## src/rtl/mem_stage_sram_pkg.sv

```systemverilog
// Shared types and defaults for the memory stage.
//   state_e      FSM encoding: StIdle waits for a memory op, StBusy owns the SRAM handshake
//   Def*         default values of the ADDR_W / BASE_ADDR / TIMEOUT parameters
//   cnt_width()  width of a counter that must reach max_count
package mem_stage_sram_pkg;

  typedef enum logic [0:0] {
    StIdle,
    StBusy
  } state_e;

  localparam int unsigned DefAddrW    = 16;
  localparam int unsigned DefBaseAddr = 1024;
  localparam int unsigned DefTimeout  = 255;

  function automatic int unsigned cnt_width(input int unsigned max_count);
    return (max_count < 1) ? 1 : $clog2(max_count + 1);
  endfunction

endpackage

```

## src/rtl/mem_stage_sram_if.sv

```systemverilog
// SRAM request/ready bus between the memory stage and the SRAM.
//   sram_req    request, held high until sram_ready
//   sram_we     1 = write, 0 = read; valid with sram_req
//   sram_addr   word address
//   sram_wdata  store data
//   sram_rdata  load data, valid when sram_ready = 1
//   sram_ready  SRAM completes the current access
// master: memory stage side; slave: SRAM side.
interface mem_stage_sram_if
  import mem_stage_sram_pkg::*;
#(
  parameter int unsigned ADDR_W = DefAddrW
) ();

  logic              sram_req;
  logic              sram_we;
  logic [ADDR_W-1:0] sram_addr;
  logic [31:0]       sram_wdata;
  logic [31:0]       sram_rdata;
  logic              sram_ready;

  modport master (
    output sram_req,
    output sram_we,
    output sram_addr,
    output sram_wdata,
    input  sram_rdata,
    input  sram_ready
  );

  modport slave (
    input  sram_req,
    input  sram_we,
    input  sram_addr,
    input  sram_wdata,
    output sram_rdata,
    output sram_ready
  );

endinterface

```

## src/rtl/mem_stage_sram_mem_wb_reg.sv

```systemverilog
// MEM/WB pipeline register.
//   clk, rst                 clock, synchronous active-high reset
//   load                     1: capture the incoming fields; 0: capture a bubble (all zero)
//   wb_enable, mem_read,
//   dest, alu_result,
//   mem_data                 next values of the MEM/WB fields
//   *_out                    registered MEM/WB fields feeding writeback
module mem_stage_sram_mem_wb_reg (
  input  logic        clk,
  input  logic        rst,
  input  logic        load,
  input  logic        wb_enable,
  input  logic        mem_read,
  input  logic [3:0]  dest,
  input  logic [31:0] alu_result,
  input  logic [31:0] mem_data,
  output logic        wb_enable_out,
  output logic        mem_read_out,
  output logic [3:0]  dest_out,
  output logic [31:0] alu_result_out,
  output logic [31:0] mem_data_out
);

  always_ff @(posedge clk) begin
    if (rst || !load) begin
      wb_enable_out  <= 1'b0;
      mem_read_out   <= 1'b0;
      dest_out       <= '0;
      alu_result_out <= '0;
      mem_data_out   <= '0;
    end else begin
      wb_enable_out  <= wb_enable;
      mem_read_out   <= mem_read;
      dest_out       <= dest;
      alu_result_out <= alu_result;
      mem_data_out   <= mem_data;
    end
  end

endmodule

```

## src/rtl/mem_stage_sram.sv

```systemverilog
// Memory stage: performs loads/stores over a req/ready SRAM bus, stalls upstream via freeze while
// an access is outstanding, and owns the MEM/WB register.
// Ports:
//   clk, rst                          clock, synchronous active-high reset
//   wb_enable, mem_read_enable,
//   mem_write_enable, dest,
//   alu_out, Val_Rm                   from the EXE register (held stable while freeze = 1)
//   sram                              SRAM bus (master side)
//   freeze                            combinational stall to PC/IF/ID/EXE registers
//   wb_enable_out, mem_read_out,
//   dest_out, alu_result_out,
//   mem_data_out                      MEM/WB register
//   mem_err                           sticky access-timeout flag
// Build option: define MEM_BASE_OFFSET_EN to subtract BASE_ADDR from the byte address before
// converting to a word address; otherwise the word address is alu_out[ADDR_W+1:2].
module mem_stage_sram
  import mem_stage_sram_pkg::*;
#(
  parameter int unsigned ADDR_W    = DefAddrW,
  parameter int unsigned BASE_ADDR = DefBaseAddr,
  parameter int unsigned TIMEOUT   = DefTimeout
) (
  input  logic                 clk,
  input  logic                 rst,
  input  logic                 wb_enable,
  input  logic                 mem_read_enable,
  input  logic                 mem_write_enable,
  input  logic [3:0]           dest,
  input  logic [31:0]          alu_out,
  input  logic [31:0]          Val_Rm,
  mem_stage_sram_if.master     sram,
  output logic                 freeze,
  output logic                 wb_enable_out,
  output logic                 mem_read_out,
  output logic [3:0]           dest_out,
  output logic [31:0]          alu_result_out,
  output logic [31:0]          mem_data_out,
  output logic                 mem_err
);

  localparam int unsigned CntW = cnt_width(TIMEOUT);
  localparam logic [CntW-1:0] TimeoutCnt = CntW'(TIMEOUT);

`ifdef MEM_BASE_OFFSET_EN
  localparam logic [31:0] AddrOffset = 32'(BASE_ADDR);
`else
  localparam logic [31:0] AddrOffset = 32'd0;
`endif

  // The SRAM is word addressed; an unaligned base would make the mapping ambiguous.
  if (BASE_ADDR % 4 != 0) begin : g_base_check
    $error("BASE_ADDR must be word aligned");
  end

  state_e            st_q;
  logic [CntW-1:0]   cnt_q;
  logic              req_q;
  logic              we_q;
  logic [ADDR_W-1:0] addr_q;
  logic [31:0]       wdata_q;
  logic              err_q;

  logic              mem_op;
  logic              timeout_hit;
  logic              busy_done;
  logic [ADDR_W-1:0] word_addr;

  logic              wb_load;
  logic              wb_en_d;
  logic              mem_read_d;
  logic [31:0]       mem_data_d;

  assign mem_op      = mem_read_enable | mem_write_enable;
  assign timeout_hit = (st_q == StBusy) && (cnt_q == TimeoutCnt);
  assign busy_done   = (st_q == StBusy) && (sram.sram_ready || timeout_hit);
  assign word_addr   = ADDR_W'((alu_out - AddrOffset) >> 2);

  assign freeze = ((st_q == StIdle) && mem_op) ||
                  ((st_q == StBusy) && !sram.sram_ready && !timeout_hit);

  // Control FSM with registered SRAM outputs.
  always_ff @(posedge clk) begin
    if (rst) begin
      st_q    <= StIdle;
      cnt_q   <= '0;
      req_q   <= 1'b0;
      we_q    <= 1'b0;
      addr_q  <= '0;
      wdata_q <= '0;
      err_q   <= 1'b0;
    end else begin
      unique case (st_q)
        StIdle: begin
          if (mem_op) begin
            st_q    <= StBusy;
            cnt_q   <= '0;
            req_q   <= 1'b1;
            // A simultaneous read+write request is treated as a read.
            we_q    <= ~mem_read_enable;
            addr_q  <= word_addr;
            wdata_q <= Val_Rm;
          end
        end
        StBusy: begin
          if (busy_done) begin
            st_q  <= StIdle;
            req_q <= 1'b0;
            // A ready arriving on the timeout cycle still counts as a good completion.
            if (!sram.sram_ready) err_q <= 1'b1;
          end else begin
            cnt_q <= cnt_q + 1'b1;
          end
        end
        default: st_q <= StIdle;
      endcase
    end
  end

  assign sram.sram_req   = req_q;
  assign sram.sram_we    = we_q;
  assign sram.sram_addr  = addr_q;
  assign sram.sram_wdata = wdata_q;
  assign mem_err         = err_q;

  // MEM/WB next value: pass-through for non-memory ops, result on completion, bubble otherwise.
  always_comb begin
    wb_load    = 1'b0;
    wb_en_d    = wb_enable;
    mem_read_d = mem_read_enable;
    mem_data_d = '0;
    if ((st_q == StIdle) && !mem_op) begin
      wb_load = 1'b1;
    end else if (busy_done) begin
      wb_load = 1'b1;
      if (sram.sram_ready) begin
        mem_data_d = we_q ? 32'd0 : sram.sram_rdata;
      end else begin
        wb_en_d    = 1'b0;
        mem_read_d = 1'b0;
      end
    end
  end

  mem_stage_sram_mem_wb_reg u_mem_wb_reg (
    .clk            (clk),
    .rst            (rst),
    .load           (wb_load),
    .wb_enable      (wb_en_d),
    .mem_read       (mem_read_d),
    .dest           (dest),
    .alu_result     (alu_out),
    .mem_data       (mem_data_d),
    .wb_enable_out  (wb_enable_out),
    .mem_read_out   (mem_read_out),
    .dest_out       (dest_out),
    .alu_result_out (alu_result_out),
    .mem_data_out   (mem_data_out)
  );

endmodule

```

## src/flat_wrapper.sv

```systemverilog
// flat-port wrapper written by rule: the top's interface ports become plain ports
module mem_stage_sram_flat import mem_stage_sram_pkg::*;
#(
  parameter int unsigned ADDR_W    = DefAddrW,
  parameter int unsigned BASE_ADDR = DefBaseAddr,
  parameter int unsigned TIMEOUT   = DefTimeout
)
  (clk, rst, wb_enable, mem_read_enable, mem_write_enable, dest, alu_out, Val_Rm, freeze, wb_enable_out, mem_read_out, dest_out, alu_result_out, mem_data_out, mem_err, sram_sram_req, sram_sram_we, sram_sram_addr, sram_sram_wdata, sram_sram_rdata, sram_sram_ready);
  mem_stage_sram_if #(.ADDR_W(ADDR_W)) sram_i ();
  input  logic clk;
  input  logic rst;
  input  logic wb_enable;
  input  logic mem_read_enable;
  input  logic mem_write_enable;
  input  logic [3:0] dest;
  input  logic [31:0] alu_out;
  input  logic [31:0] Val_Rm;
  output logic freeze;
  output logic wb_enable_out;
  output logic mem_read_out;
  output logic [3:0] dest_out;
  output logic [31:0] alu_result_out;
  output logic [31:0] mem_data_out;
  output logic mem_err;
  output wire logic [$bits(sram_i.sram_req)-1:0] sram_sram_req;
  output wire logic [$bits(sram_i.sram_we)-1:0] sram_sram_we;
  output wire logic [$bits(sram_i.sram_addr)-1:0] sram_sram_addr;
  output wire logic [$bits(sram_i.sram_wdata)-1:0] sram_sram_wdata;
  input wire logic [$bits(sram_i.sram_rdata)-1:0] sram_sram_rdata;
  input wire logic [$bits(sram_i.sram_ready)-1:0] sram_sram_ready;
  assign sram_sram_req = sram_i.sram_req;
  assign sram_sram_we = sram_i.sram_we;
  assign sram_sram_addr = sram_i.sram_addr;
  assign sram_sram_wdata = sram_i.sram_wdata;
  assign sram_i.sram_rdata = sram_sram_rdata;
  assign sram_i.sram_ready = sram_sram_ready;
  mem_stage_sram #(.ADDR_W(ADDR_W), .BASE_ADDR(BASE_ADDR), .TIMEOUT(TIMEOUT)) u_core (.clk(clk), .rst(rst), .wb_enable(wb_enable), .mem_read_enable(mem_read_enable), .mem_write_enable(mem_write_enable), .dest(dest), .alu_out(alu_out), .Val_Rm(Val_Rm), .sram(sram_i), .freeze(freeze), .wb_enable_out(wb_enable_out), .mem_read_out(mem_read_out), .dest_out(dest_out), .alu_result_out(alu_result_out), .mem_data_out(mem_data_out), .mem_err(mem_err));
endmodule
```

## config.mk

```make
export PLATFORM = sky130hd
export DESIGN_NAME = mem_stage_sram_flat
export DESIGN_NICKNAME = d
export VERILOG_FILES = /design/src/rtl/mem_stage_sram_pkg.sv /design/src/rtl/mem_stage_sram_if.sv /design/src/rtl/mem_stage_sram_mem_wb_reg.sv /design/src/rtl/mem_stage_sram.sv /design/src/flat_wrapper.sv
export SDC_FILE = /design/constraint.sdc
export NUM_CORES = 1
export LEC_CHECK = 0
export CORE_UTILIZATION = 40
export DETAILED_ROUTE_END_ITERATION = 6
export PLACE_DENSITY = 0.94
export SYNTH_ARGS = -nofsm -noshare
export SYNTH_HDL_FRONTEND = slang
export SYNTH_SLANG_ARGS = --single-unit
```

## constraint.sdc

```tcl
create_clock -name clk -period 2.85 [get_ports clk]
set_input_delay 0.57 -clock clk [delete_from_list [all_inputs] [get_ports clk]]
set_output_delay 0.57 -clock clk [all_outputs]
set_load 0.03 [all_outputs]
```

==> results.sh <==
export IMPL_wl_met2_mm=6.343
export IMPL_cts_sinks=130
export IMPL_whs_endpoint="u_core.sram.sram_wdata[29]"
export IMPL_fin_crit_sh_pct=95.68
export IMPL_synth_common_cells="dfxtp_1, nand2_1, and2_1"
export IMPL_root_buffer="clkbuf_8"
export IMPL_port_buffers=227
export IMPL_fin_worst_skew_ns=0.009917
export IMPL_grt_pass1_vias=3680
export IMPL_crit_path_end_kind="output pin"
export IMPL_crit_arrival_ns=2.16
export IMPL_drv_cap=0
export IMPL_cts_clk_slew_worst_paths_ns=0.06
export IMPL_viasPerCell=4.687
export IMPL_drv_slew=0
export IMPL_met1_length_mm=4.739
export IMPL_reg2reg_depth=6
export IMPL_grt_pass1_wl_mm=18.03
export IMPL_leakagePower_nw=2.788
export IMPL_async_flop_share_pct=0
export IMPL_grt_max_degree=58
export IMPL_synth_distinct_cells=36
export IMPL_power_density_nw_per_um2=671.3
export IMPL_cp_slowest_stage_delay_ns=0.38
export IMPL_synth_ff_type="dfxtp_1"
export IMPL_ioPinCount=228
export IMPL_cp_max_fo=4
export IMPL_p_total_mw=4.779
export IMPL_r2r_slack_ns=1.03
export IMPL_synth_top_area_share_pct=63.41
export IMPL_finalSetupViolations=0
export IMPL_final_area_um2=7119
export IMPL_dr_total_vias=3764
export IMPL_nets=765
export IMPL_synth_area_um2=4104
export IMPL_insertedDiodeCount=0
export IMPL_cp_slowest_cell="dfxtp_1"
export IMPL_synth_edf_count=0
export IMPL_worst_setup_path_start_kind="register"
export IMPL_slew_headroom_pct=57.75
export IMPL_placed_area_um2=6515
export IMPL_grt_overflow_total=0
export IMPL_synthTopCellsByArea="dfxtp_1, and2_1, nand2_1"
export IMPL_worst_path_buf_inv=2
export IMPL_wl_met3_um=956
export IMPL_r2r_end="u_core.cnt_q[7]"
export IMPL_min_from="u_core.sram.sram_wdata[29]"
export IMPL_synth_cells=425
export IMPL_tightest_slew_ns=0.6338
export IMPL_area_delta_synth_final_pct=73.48
export IMPL_cts_made_buffers=17
export IMPL_hold_class="register to register"
export IMPL_cp_cell_sequence="ha_1 > nand4_1 > o311ai_4 > inv_1 > dlygate4sd2_1"
export IMPL_synth_seq_cells=130
export IMPL_core_area_um2=9864
export IMPL_die_w_um=103.3
export IMPL_drive_above_1_share_pct=7.761
export IMPL_period_needed_ns=2.727
export IMPL_cts_tree="done"
export IMPL_synth_most_common_cell="dfxtp_1"
export IMPL_top_layer_used="met4"
export IMPL_first_pass_iters=4
export IMPL_fmax_mhz=366.7
export IMPL_cts_buffer_depth=2
export IMPL_required_ns=2.28
export IMPL_gr_usage_all_layers_pct=22.59
export IMPL_synthesis_nets=532
export IMPL_wl_per_cell_um=15.38
export IMPL_rows=36
export IMPL_hold_viol=0
export IMPL_ys_seq_area_share_pct=63.41
export IMPL_start_util_pct=41.60
export IMPL_synth_top_area_cell="dfxtp_1"
export IMPL_dp_hpwl_mm=8.737
export IMPL_gp_congestion=0.8166
export IMPL_status="finished clean"
export IMPL_syn_avg_cell_area_um2=9.656
export IMPL_irDropWorstVdd_mv=0.3460
export IMPL_die_area_um2=10670
export IMPL_drc=0
export IMPL_wl_mm=12.35
export IMPL_antenna_found_initial=0
export IMPL_clock_latency_ns=0.50
export IMPL_antenna_left=0
export IMPL_ys_warn_count=0
export IMPL_cp_num_cells=5
export IMPL_path_class="register to output pin"
export IMPL_h_tree_depth=4
export IMPL_drt_initial_drc_count=95
export IMPL_crit_family="buffers and inverters"
export IMPL_rr_startpoint="u_core.cnt_q[0]"
export IMPL_hold_depth=2
export IMPL_die_h_um=103.3
through the flow:
| stage | util, % | std cells | hold WS [ns] | setup slack, ns | TNS, ns |
|---|---|---|---|---|---|
| 6_report | 72.17 | 803 | 0.4504 | 0.1232 | 0 |
| 5_1_grt | 72.17 | 803 | 0.4652 | -0.02570 | -0.02570 |
| 4_1_cts | 72.02 | 801 | 0.4550 | 0.05542 | 0 |
| 3_5_place_dp | 66.05 | 770 | 0.4487 | -0.007607 | -0.007607 |
| 3_3_place_gp | 66.05 | 770 | 0.4413 | 0.05138 | 0 |
| 2_1_floorplan | - | 425 | 0.4606 | 0.8531 | 0 |
final cells by class:
| class | count | area (um^2) |
|---|---|---|
| flip-flops and latches | 130 | 2603 |
| fillers | 633 | 2745 |
| multi-input cells | 267 | 1396 |
| well taps | 133 | 166.4 |
| repair buffers | 238 | 2349 |
| clock buffers | 19 | 431.7 |
| inverters | 4 | 15.01 |
| clock inverters | 12 | 158.9 |
state kept, by name, indices dropped and copies added, names as in the netlist, 4 cells and up:
name                                flops
u_core.sram.sram_wdata                 32
u_core.u_mem_wb_reg.alu_result_out     32
u_core.u_mem_wb_reg.dest_out            4
u_core.u_mem_wb_reg.mem_data_out       32
u_core.cnt_q                            8
u_core.sram.sram_addr                  16
report_power, final:
group / switching (mW) / internal (mW) / leakage (nW) / total (mW)
clock: 0.769 / 1.35 / 0.284 / 2.12
combinational: 0.371 / 0.335 / 1.44 / 0.707
sequential: 0.0403 / 1.91 / 1.06 / 1.95
layout by cell type (no fill, tap or decap), types with 2 or more instances in the layout:
cell	count
dfxtp_1	130
clkinvlp_4	2
nand2b_1	2
and2_1	68
clkbuf_16	16
nor2_1	8
inv_1	4
bufinv_16	3
buf_4	11
clkbuf_8	2
or3_2	2
nand2_1	103
clkinv_4	4
a21oi_1	55
clkinv_2	2
clkdlybuf4s50_1	225
and3_1	2
nor3_1	3
o21ai_0	2
or4_1	2
worst register-to-register path, stage by stage, from the launching register on:
cell and delay [ns]:
dfxtp_1 0.34, ha_1 0.24, nand4_1 0.22, o311ai_4 0.14
buf_4 0.19, or4_1 0.46, a21oi_1 0.15
metal layers:
layer / vias up / GRT usage (%)
met2: 179 / 40.67
li1: 1832 / -
met4: 0 / 12.03
met3: 22 / 7.661
met1: 1731 / 23.19
met5: - / 0
worst max path at each step:
stage	startpoint	endpoint	slack [ns]
finish	u_core.cnt_q[0]	freeze	0.12
global route	u_core.cnt_q[0]	freeze	-0.03
CTS	u_core.cnt_q[0]	freeze	0.06
detailed placement	mem_write_enable	freeze	-0.008
global placement	mem_write_enable	freeze	0.05
floorplan	mem_write_enable	freeze	0.85
cell families (layout without fill, tap and decap cells):
kind of cell | Yosys count | in the layout | share of synthesized area (%)
AND/OR/NAND/NOR | 199 | 199 | 23.84
flip-flops | 130 | 130 | 63.41
AO/OA/AOI/OAI | 66 | 66 | 9.330
buffers and inverters | 28 | 273 | 2.866
adder cells (fa/ha/maj) | 1 | 1 | 0.3048
multiplexers | 1 | 1 | 0.2439
timing repair:
item / CTS / global route
resized for setup: 1 / 0
setup buffers: 0 / 2
pin swaps: 0 / 1
hold buffers: 0 / 0
setup endpoints to repair: 1 / 1
hold endpoints to repair: 0 / 0
Power figures use the tool's default switching activity.
